File: config.mk
export PLATFORM = sky130hd
export DESIGN_NAME = serial_sub
export DESIGN_NICKNAME = d
export VERILOG_FILES = /design/src/rtl/serial_sub_pkg.sv /design/src/rtl/serial_sub_half_sub.sv /design/src/rtl/serial_sub.sv
export SDC_FILE = /design/constraint.sdc
export NUM_CORES = 1
export LEC_CHECK = 0
export ABC_AREA = 1
export BUFFER_PORTS_ARGS = -buffer_cell sky130_fd_sc_hd__buf_2
export CORE_ASPECT_RATIO = 0.8
export CORE_UTILIZATION = 40
export CTS_CLUSTER_DIAMETER = 50
export DETAILED_ROUTE_END_ITERATION = 10
export HOLD_SLACK_MARGIN = 0.05
export SLEW_MARGIN = 20
export SYNTH_ARGS = -nofsm -noshare
export SYNTH_HDL_FRONTEND = slang
export SYNTH_SLANG_ARGS = --single-unit
File: constraint.sdc
create_clock -name clk -period 4.1 [get_ports clk]
set_clock_uncertainty 0.15 [all_clocks]
set_input_delay 0.82 -clock clk [delete_from_list [all_inputs] [get_ports clk]]
set_output_delay 0.82 -clock clk [all_outputs]
set_load 0.1 [all_outputs]
File: src/rtl/serial_sub_pkg.sv
// serial_sub_pkg: FSM state encodings and default width shared by the serial arithmetic blocks
package serial_sub_pkg;
  typedef enum logic [1:0] {IDLE = 2'd0, RUN = 2'd1, DONE = 2'd2} state_t;
  localparam int DEF_WIDTH = 8;
endpackage

File: src/rtl/serial_sub_half_sub.sv
// half_sub: single-bit half subtractor, d = a - b, bo = borrow out
module half_sub (
  input  logic a,
  input  logic b,
  output logic d,
  output logic bo
);
  assign d  = a ^ b;
  assign bo = ~a & b;
endmodule

File: src/rtl/serial_sub.sv
// serial_sub: bit-serial unsigned subtractor a - b, LSB first, valid/ready in and out
module serial_sub import serial_sub_pkg::*; #(
  parameter int WIDTH = DEF_WIDTH
) (
  input  logic             clk,
  input  logic             rst,
  input  logic             in_valid,
  output logic             in_ready,
  input  logic [WIDTH-1:0] a,
  input  logic [WIDTH-1:0] b,
  output logic             out_valid,
  input  logic             out_ready,
  output logic [WIDTH-1:0] diff,
  output logic             borrow
);
  localparam int CW = $clog2(WIDTH + 1);
  localparam logic [CW-1:0] LAST = CW'(WIDTH - 1);
  state_t st;
  logic [WIDTH-1:0] sa, sb, sr;
  logic br, d1, bo1, d, bo2;
  logic [CW-1:0] cnt;
  half_sub u_h0 (.a(sa[0]), .b(sb[0]), .d(d1), .bo(bo1));
  half_sub u_h1 (.a(d1), .b(br), .d(d), .bo(bo2));
  assign in_ready  = ~rst & (st == IDLE);
  assign out_valid = st == DONE;
  assign diff      = sr;
  assign borrow    = br;
  always_ff @(posedge clk or posedge rst) begin
    if (rst) begin
      st  <= IDLE;
      sa  <= '0;
      sb  <= '0;
      sr  <= '0;
      br  <= 1'b0;
      cnt <= '0;
    end else if (st == IDLE) begin
      if (in_valid) begin
        sa  <= a;
        sb  <= b;
        br  <= 1'b0;
        cnt <= '0;
        st  <= RUN;
      end
    end else if (st == RUN) begin
      sa  <= sa >> 1;
      sb  <= sb >> 1;
      sr  <= WIDTH'({d, sr} >> 1);
      br  <= bo1 | bo2;
      cnt <= cnt + 1'b1;
      if (cnt == LAST) st <= DONE;
    end else if (out_ready) begin
      st <= IDLE;
    end
  end
endmodule

Word-level counts from Yosys, hierarchy flattened:

Index checks and enable logic that the tools add are counted.
W data, S select, Z words.

* register bits: 31
* input port bits: 20
* output and inout port bits: 11

* $add $sub $neg: 1
* eq/ne operators: 5
* multiplexer cells: 17
* bitwise gates (word level): 10
* reduce and logical (&&, ||, !) cells: 6

Operator list (count)
* $mux W8: 6
* $mux W4: 3
* $mux W2: 5
* $add A4 B1 Y4 const B: 1
* $eq A4 B3 Y1 const B: 1
* $not A1 Y1: 4
* $reduce_and A2 Y1: 2
* $and A1 B1 Y1: 3
* $mux W1: 3
* $ne A3 B2 Y1 const B: 1
* $reduce_and A3 Y1: 1
* $reduce_bool A3 Y1: 1
* $eq A2 B1 Y1 const B: 1
* $eq A2 B2 Y1 const B: 1
* $logic_not A2 Y1: 1
* $ne A2 B2 Y1 const B: 1
* $reduce_bool A2 Y1: 1
* $xor A1 B1 Y1: 2
* $or A1 B1 Y1: 1

Depth between registers and ports, before layout:

Gate-level depths: netlist of run 1.

* word-level depth: 6
* gate-level depth with buffers: 6
* depth with buffers taken out: 6

Modules after synthesis:

From an unflattened synthesis of run 1, not the netlist that was laid out.

* cells, all modules: 166
* area total of the unflattened synthesis: 1410.1 sq um

By module, submodules not included
* serial_sub: instances 1, cells an instance 160, area each 1370.1 sq um
* half_sub: instances 2, cells an instance 3, area each 20.0 sq um

Worst setup path before layout of run 1:

OpenSTA, ideal clock, no wires.

* path type: reg2out
* start: register st[0]
* end: output in_ready
* arrival: 2.137 ns
* setup slack: 0.993 ns
* stages on the path, launching flop included: 5
* path through: dfrtp_1 nor2_4 inv_2 buf_4 nor2_1

* longest elaborated chain between the ends: 2

RTL lines
* start, declared: RTL line serial_sub.sv:18 `state_t st;`
* start signal, assigned: RTL line serial_sub.sv:30 `st <= IDLE;`
* start signal, assigned: RTL line serial_sub.sv:42 `st <= RUN;`
* start signal, assigned: RTL line serial_sub.sv:50 `if (cnt == LAST) st <= DONE;`
* $logic_not A2 Y1: RTL line serial_sub.sv:24 `assign in_ready = ~rst & (st == IDLE);`
* $and A1 B1 Y1: RTL line serial_sub.sv:24
* end, declared: RTL line serial_sub.sv:8 `output logic in_ready,`

Every way passes these cells.

Worst setup path in the final report of run 1:

Same ends and word-level chain as after synthesis.

==> flow_summary.yaml, run 1 <==
run_status:
  status: "finished, final reports clean"
detailed_routing:
  drt_first_pass_iters: 4
  drt-initial-drc-count: 99
  wl_per_cell_um: 12.1
  antenna_left: 0
  drcViolationCount: 0
  routed_wl_um: 2820
  vias: 1181
  via_per_inst: 5.05
cts:
  cts_setup_buffers: 0
  cts_hold_buf: 0
  clkSinkCount: 31
  htreeDepth: 2
  tritoncts: "yes"
  ctsLongestPathBuffers: 2
  ctsResizeCount: 0
  clk_latency_ns: 0.27
  numCtsBuffers: 5
  clk_pin_slew_ns: 0.06
  clockRootBuffer: "clkbuf_8"
timing:
  drv_slew: 0
  timing.slew.headroom: 0.475
  setup_ws_ns: 1.26
  setup_viol: 0
  rsz0062_at_grt: "no"
  fmax_mhz: 352
  min_period_over_period: 0.692
  period_minus_slack_ns: 2.84
  totalNegativeSetupSlack_ns: 0
  hold_violations: 0
  max_slew.worst_pin.slew_ns: 0.788
critical_path:
  slowest_stage: "dfrtp_1"
  slowest_delay_ns: 0.47
  worstPathArrival_ns: 1.87
  end_kind: "primary output"
  criticalPathCategory: "flop to primary output"
  path_max_fanout: 19
  critical-path-top-delay-family: "buffers and inverters"
  crit_required_ns: 3.13
  cp_cell_sequence: "nor2_4 -> inv_2 -> nor2_1 -> buf_2"
  reg2reg_depth: 3
  startpoint_type: "flop"
  cp_num_buf_inv: 2
  cp_num_cells: 4
floorplanning:
  die_area_um2: 3730
  ioPinCount: 31
  die_x_um: 68.1
  die_h_um: 54.8
  start_util: 0.437
  core_area_um2: 3200
  core.rowCount: 18
synth:
  yosysUniqueCellTypes: 22
  synth_nets: 183
  ys_seq_area_frac: 0.556
  ys_ff_latch: 31
  synth.avg_cell_area_um2: 8.67
  netlist_instances: 161
  netlist_area_um2: 1400
  ys_warn_count: 0
final_layout:
  fillers: 304
  final_cell_mix: "nand2_1 (50), dfrtp_1 (31), buf_2 (30), o21ai_0 (29), nor2_1 (18)"
  multiInputGateArea_um2: 551
  final_common_cell: "nand2_1"
  area_delta_synth_final_pct: 18.9
  diodes: 0
  regArea_um2: 776
  fin_nets: 215
  drive_gt1_frac: 0.232
hold_path:
  hold_class: "flop to flop"
  holdPathStages: 2
place:
  place_ws_ns: 1.55
  port_buffers: 30
  post-dp-hpwl_um: 1900
  gp_congestion: 0.732
global_routing:
  gr-total-overflow: 0
  track_usage: 0.174
  grt_pass1_wl_um: 4640
  antenna_found_initial: 0
  grt_start_max_net_pins: 32
  grt_pass1_vias: 1058
run:
  maxCapViolCount: 0
-- sequential cells by signal (all words and copies together) (netlist names) --
name and flops:
diff 8, sa 8, sb 8, cnt 4
st 2, borrow 1
-- layer usage --
layer | GRT usage | routed length, µm | vias to the layer above
li1 | - | - | 583
met1 | 0.231 | 1390 | 564
met2 | 0.260 | 1260 | 29
met3 | 0.0542 | 137 | 5
met4 | 0.0799 | 34 | 0
met5 | 0 | 0 | -
-- cell type report --
type | instances | share of cell area
inverter | 7 | 0.0158
timing repair buffer | 31 | 0.0950
tap | 40 | 0.0301
clock buffer | 8 | 0.0603
multi-input combinational | 117 | 0.332
sequential | 31 | 0.467
-- worst reg2reg max path, delay by kind of cell (launching register included) --
family | cells | cell delay, ns
flip-flops | 1 | 0.47
AND/OR/NAND/NOR | 1 | 0.10
AO/OA/AOI/OAI | 2 | 0.79
-- metrics by stage --
step | std cells | area (µm²) | util | hold WS, ns
2_1_floorplan | 161 | 1400 | - | 0.287
3_3_place_gp | 226 | 1560 | 0.488 | 0.303
3_5_place_dp | 226 | 1560 | 0.488 | 0.304
4_1_cts | 234 | 1660 | 0.519 | 0.319
5_1_grt | 234 | 1660 | 0.519 | 0.348
6_report | 234 | 1660 | 0.519 | 0.319
-- worst paths after layout --
| kind | startpoint | end | slack (ns) |
|---|---|---|---|
| max | st[0]$_DFFE_PP0P_ | in_ready | 1.26 |
| min | sb[7]$_DFFE_PP0P_ | sb[7]$_DFFE_PP0P_ | 0.32 |
| max reg2reg | st[0]$_DFFE_PP0P_ | cnt[2]$_DFFE_PP0P_ | 2.50 |
| min reg2reg | sb[7]$_DFFE_PP0P_ | sb[7]$_DFFE_PP0P_ | 0.32 |
| max in group asynchronous | rst | diff[1]$_DFFE_PP0P_ | 3.04 |
| min in group asynchronous | rst | sb[4]$_DFFE_PP0P_ | 0.48 |
-- synth_stat cells --
master	count	share of area
nand2_1	50	0.13
dfrtp_1	31	0.56
o21ai_0	29	0.10
nor2_1	18	0.048
inv_1	6	0.016
nand3_1	5	0.018
buf_4	3	0.016
a22o_1	2	0.013
buf_2	2	0.0072
nand2_2	2	0.0090
o21ai_1	2	0.0072
a21oi_1	1	0.0036
buf_6	1	0.0081
fa_1	1	0.014
ha_1	1	0.0090
inv_2	1	0.0027
nand4_1	1	0.0045
nor2_2	1	0.0045
nor2_4	1	0.0081
o21ai_2	1	0.0063
or2_2	1	0.0045
xnor2_1	1	0.0063
-- kinds of logic after synthesis --
| kind of cell | synth area share |
|---|---|
| simple gates | 0.231 |
| compound gates | 0.134 |
| flops | 0.556 |
| buf+inv | 0.0502 |
| fa+ha+maj | 0.0233 |
| xor+xnor | 0.00627 |
Power of run 1 is left out: the tool's default activity adds up to more than one toggle a clock period on the data nets, which glitch-free logic cannot reach.
==> run 2: changes to the inputs <==
clock period = 2.3 ns   (was 4.1 ns; I/O delays follow)
==> flow_summary.yaml, run 2 (synthesized netlist as in run 1, its figures left out) <==
critical_path:
  path_max_fanout: 5
  startpoint_type: "flop"
  end_kind: "primary output"
  criticalPathCategory: "flop to primary output"
  crit_required_ns: 1.69
  worstPathArrival_ns: 1.38
cts:
  tritoncts: "yes"
  numCtsBuffers: 5
  cts_setup_buffers: 0
  ctsLongestPathBuffers: 2
  clk_pin_slew_ns: 0.07
  cts_hold_buf: 0
  htreeDepth: 2
  clk_latency_ns: 0.28
  clockRootBuffer: "clkbuf_8"
  ctsResizeCount: 0
  clkSinkCount: 31
floorplanning:
  start_util: 0.437
  core_area_um2: 3200
  ioPinCount: 31
  core.rowCount: 18
  die_h_um: 54.8
  die_x_um: 68.1
  die_area_um2: 3730
timing:
  timing.slew.headroom: 0.678
  min_period_over_period: 0.865
  hold_slack_ns: 0.134
  period_minus_slack_ns: 1.99
  hold_violations: 0
  totalNegativeSetupSlack_ns: 0
  drv_slew: 0
  rsz0062_at_grt: "no"
  max_slew.worst_pin.slew_ns: 0.487
  fmax_mhz: 503
  setup_ws_ns: 0.310
  setup_viol: 0
final_layout:
  regArea_um2: 776
  final_cell_mix: "nand2_1 (50), dfrtp_1 (31), o21ai_0 (29), buf_2 (29), nor2_1 (16)"
  fillers: 322
  area_delta_synth_final_pct: 22.7
  diodes: 0
  fin_nets: 217
  multiInputGateArea_um2: 556
  drive_gt1_frac: 0.255
  final_common_cell: "nand2_1"
detailed_routing:
  via_per_inst: 4.86
  routed_wl_um: 2850
  highest_layer: "met4"
  wl_per_cell_um: 12.1
  met2_length_um: 1280
  drt_first_pass_iters: 4
  vias: 1148
  drt-initial-drc-count: 39
  drcViolationCount: 0
  antenna_left: 0
  met1_length_um: 1390
  wl_met3_um: 148
global_routing:
  grt_start_max_net_pins: 32
  antenna_found_initial: 0
  track_usage: 0.177
  grt_pass1_vias: 1060
  gr-total-overflow: 0
  grt_pass1_wl_um: 4670
place:
  port_buffers: 30
  place_ws_ns: 0.616
  post-dp-hpwl_um: 1910
  gp_congestion: 0.775
run_status:
  status: "finished, final reports clean"
hold_path:
  hold_class: "primary input to async pin"
run:
  maxCapViolCount: 0
-- run 2: final timing paths --
| check | to | startpoint | depth (start not counted) | slack, ns |
|---|---|---|---|---|
| max in group asynchronous | diff[0]$_DFFE_PP0P_ | rst | 3 | 1.58 |
| worst min register to register | sa[7]$_DFFE_PP0P_ | sa[7]$_DFFE_PP0P_ | 2 | 0.32 |
| worst max-delay path | out_valid | st[1]$_DFFE_PP0P_ | 3 | 0.31 |
| worst max register to register | sb[0]$_DFFE_PP0P_ | st[1]$_DFFE_PP0P_ | 5 | 0.68 |
| worst min-delay path | sb[3]$_DFFE_PP0P_ | rst | 3 | 0.13 |
| min in group clk | sb[7]$_DFFE_PP0P_ | b[7] | 3 | 0.27 |
-- run 2: per-layer routing --
layer	track usage	vias up
met5	0	-
met4	0.0833	0
met3	0.0500	5
met2	0.279	29
met1	0.223	525
li1	-	589
-- run 2: cell type report --
cell class / count / share of cell area
multi-input cells: 117 / 0.324
well taps: 40 / 0.0292
clock buffers: 6 / 0.0482
inverters: 7 / 0.0153
clock inverters: 2 / 0.0205
flip-flops and latches: 31 / 0.453
repair buffers: 33 / 0.110
-- run 2: stage by stage --
step | utilization | std cells | instance area (µm²)
2_1_floorplan | - | 161 | 1400
3_3_place_gp | 0.499 | 228 | 1600
3_5_place_dp | 0.499 | 228 | 1600
4_1_cts | 0.536 | 236 | 1710
5_1_grt | 0.536 | 236 | 1710
6_report | 0.536 | 236 | 1710
-- run 2: worst max-delay path, cell delays in order (launching register included) --
cell and delay (ns):
dfrtp_1 0.44, inv_1 0.15, nor2_2 0.09, buf_2 0.42
Power of run 2 is left out for the same reason.
==> run 3: changes to the inputs <==
clock period = 2.4 ns   (was 2.3 ns; I/O delays follow)
==> flow_summary.yaml, run 3 (synthesized netlist as in run 1, its figures left out) <==
run_status:
  status: "finished, final reports clean"
final_layout:
  instances_no_fill: 236
  final_common_cell: "nand2_1"
  final_cell_mix: "nand2_1 (50), dfrtp_1 (31), o21ai_0 (29), buf_2 (29), nor2_1 (16)"
  area_delta_synth_final_pct: 22.7
  fin_nets: 217
  drive_gt1_frac: 0.255
  diodes: 0
detailed_routing:
  met2_length_um: 1290
  routed_wl_um: 2850
  wl_met3_um: 167
  drcViolationCount: 0
  antenna_left: 0
  wl_per_cell_um: 12.1
  drt_first_pass_iters: 4
  met1_length_um: 1380
  vias: 1150
  highest_layer: "met4"
  via_per_inst: 4.87
  drt-initial-drc-count: 84
timing:
  min_period_over_period: 0.845
  fmax_mhz: 493
  setup_viol: 0
  max_slew.worst_pin.slew_ns: 0.481
  drv_slew: 0
  rsz0062_at_grt: "no"
  setup_ws_ns: 0.371
  timing.slew.headroom: 0.679
  hold_violations: 0
  period_minus_slack_ns: 2.03
  totalNegativeSetupSlack_ns: 0
place:
  placed_cells: 228
  gp_congestion: 0.761
  port_buffers: 30
  place_ws_ns: 0.674
  post-dp-hpwl_um: 1930
cts:
  ctsResizeCount: 0
  numCtsBuffers: 5
  htreeDepth: 2
  cts_setup_buffers: 0
  clkSinkCount: 31
  clk_pin_slew_ns: 0.07
  cts_hold_buf: 0
  clk_latency_ns: 0.29
  ctsLongestPathBuffers: 2
  clockRootBuffer: "clkbuf_8"
  tritoncts: "yes"
global_routing:
  grt_pass1_wl_um: 4740
  gr-total-overflow: 0
  antenna_found_initial: 0
  track_usage: 0.186
  grt_pass1_vias: 1057
  grt_start_max_net_pins: 32
run:
  maxCapViolCount: 0
floorplanning:
  core_area_um2: 3200
  die_h_um: 54.8
  die_area_um2: 3730
  start_util: 0.437
  ioPinCount: 31
  core.rowCount: 18
  die_x_um: 68.1
critical_path:
  worstPathArrival_ns: 1.40
  reg2reg_depth: 5
  path_max_fanout: 15
  startpoint_type: "flop"
  crit_required_ns: 1.77
  end_kind: "primary output"
  criticalPathCategory: "flop to primary output"
hold_path:
  hold_class: "primary input to async pin"
run 3: cell counts in the layout (fill, tap and decap cells not counted):
Identical to the previous run, type by type.
run 3: per-layer routing:
metal	vias up	GRT usage
li1	584	-
met1	535	0.234
met2	29	0.279
met3	2	0.0563
met4	0	0.115
met5	-	0
run 3: area by class of cell:
class / instances / area [µm²]
clock buffer: 6 / 82.6
clock inverter: 2 / 35.0
fill: 302 / 1490
inverter: 7 / 26.3
multi-input combinational: 117 / 556
sequential: 31 / 776
tap: 40 / 50.0
timing repair buffer: 33 / 188
run 3: worst max-delay path, stage by stage (launching register included):
cell and delay (ns):
dfrtp_1 0.48, nor2_4 0.16, inv_2 0.13, nor2_2 0.16
buf_12 0.19
run 3: per-stage QoR:
| step | area [µm²] | hold WS, ns | util |
|---|---|---|---|
| 2_1_floorplan | 1400 | 0.287 | - |
| 3_3_place_gp | 1600 | 0.300 | 0.499 |
| 3_5_place_dp | 1600 | 0.306 | 0.499 |
| 4_1_cts | 1710 | 0.142 | 0.536 |
| 5_1_grt | 1710 | 0.191 | 0.536 |
| 6_report | 1710 | 0.126 | 0.536 |
run 3: final timing paths:
kind / start / endpoint / slack (ns)
worst max register to register: st[1]$_DFFE_PP0P_ / sa[5]$_DFFE_PP0P_ / 0.79
min in group clk: b[7] / sb[7]$_DFFE_PP0P_ / 0.28
worst min register to register: sa[7]$_DFFE_PP0P_ / sa[7]$_DFFE_PP0P_ / 0.32
worst max-delay path: st[0]$_DFFE_PP0P_ / in_ready / 0.37
max in group asynchronous: rst / diff[0]$_DFFE_PP0P_ / 1.68
worst min-delay path: rst / sb[3]$_DFFE_PP0P_ / 0.13
Power of run 3 is left out for the same reason.
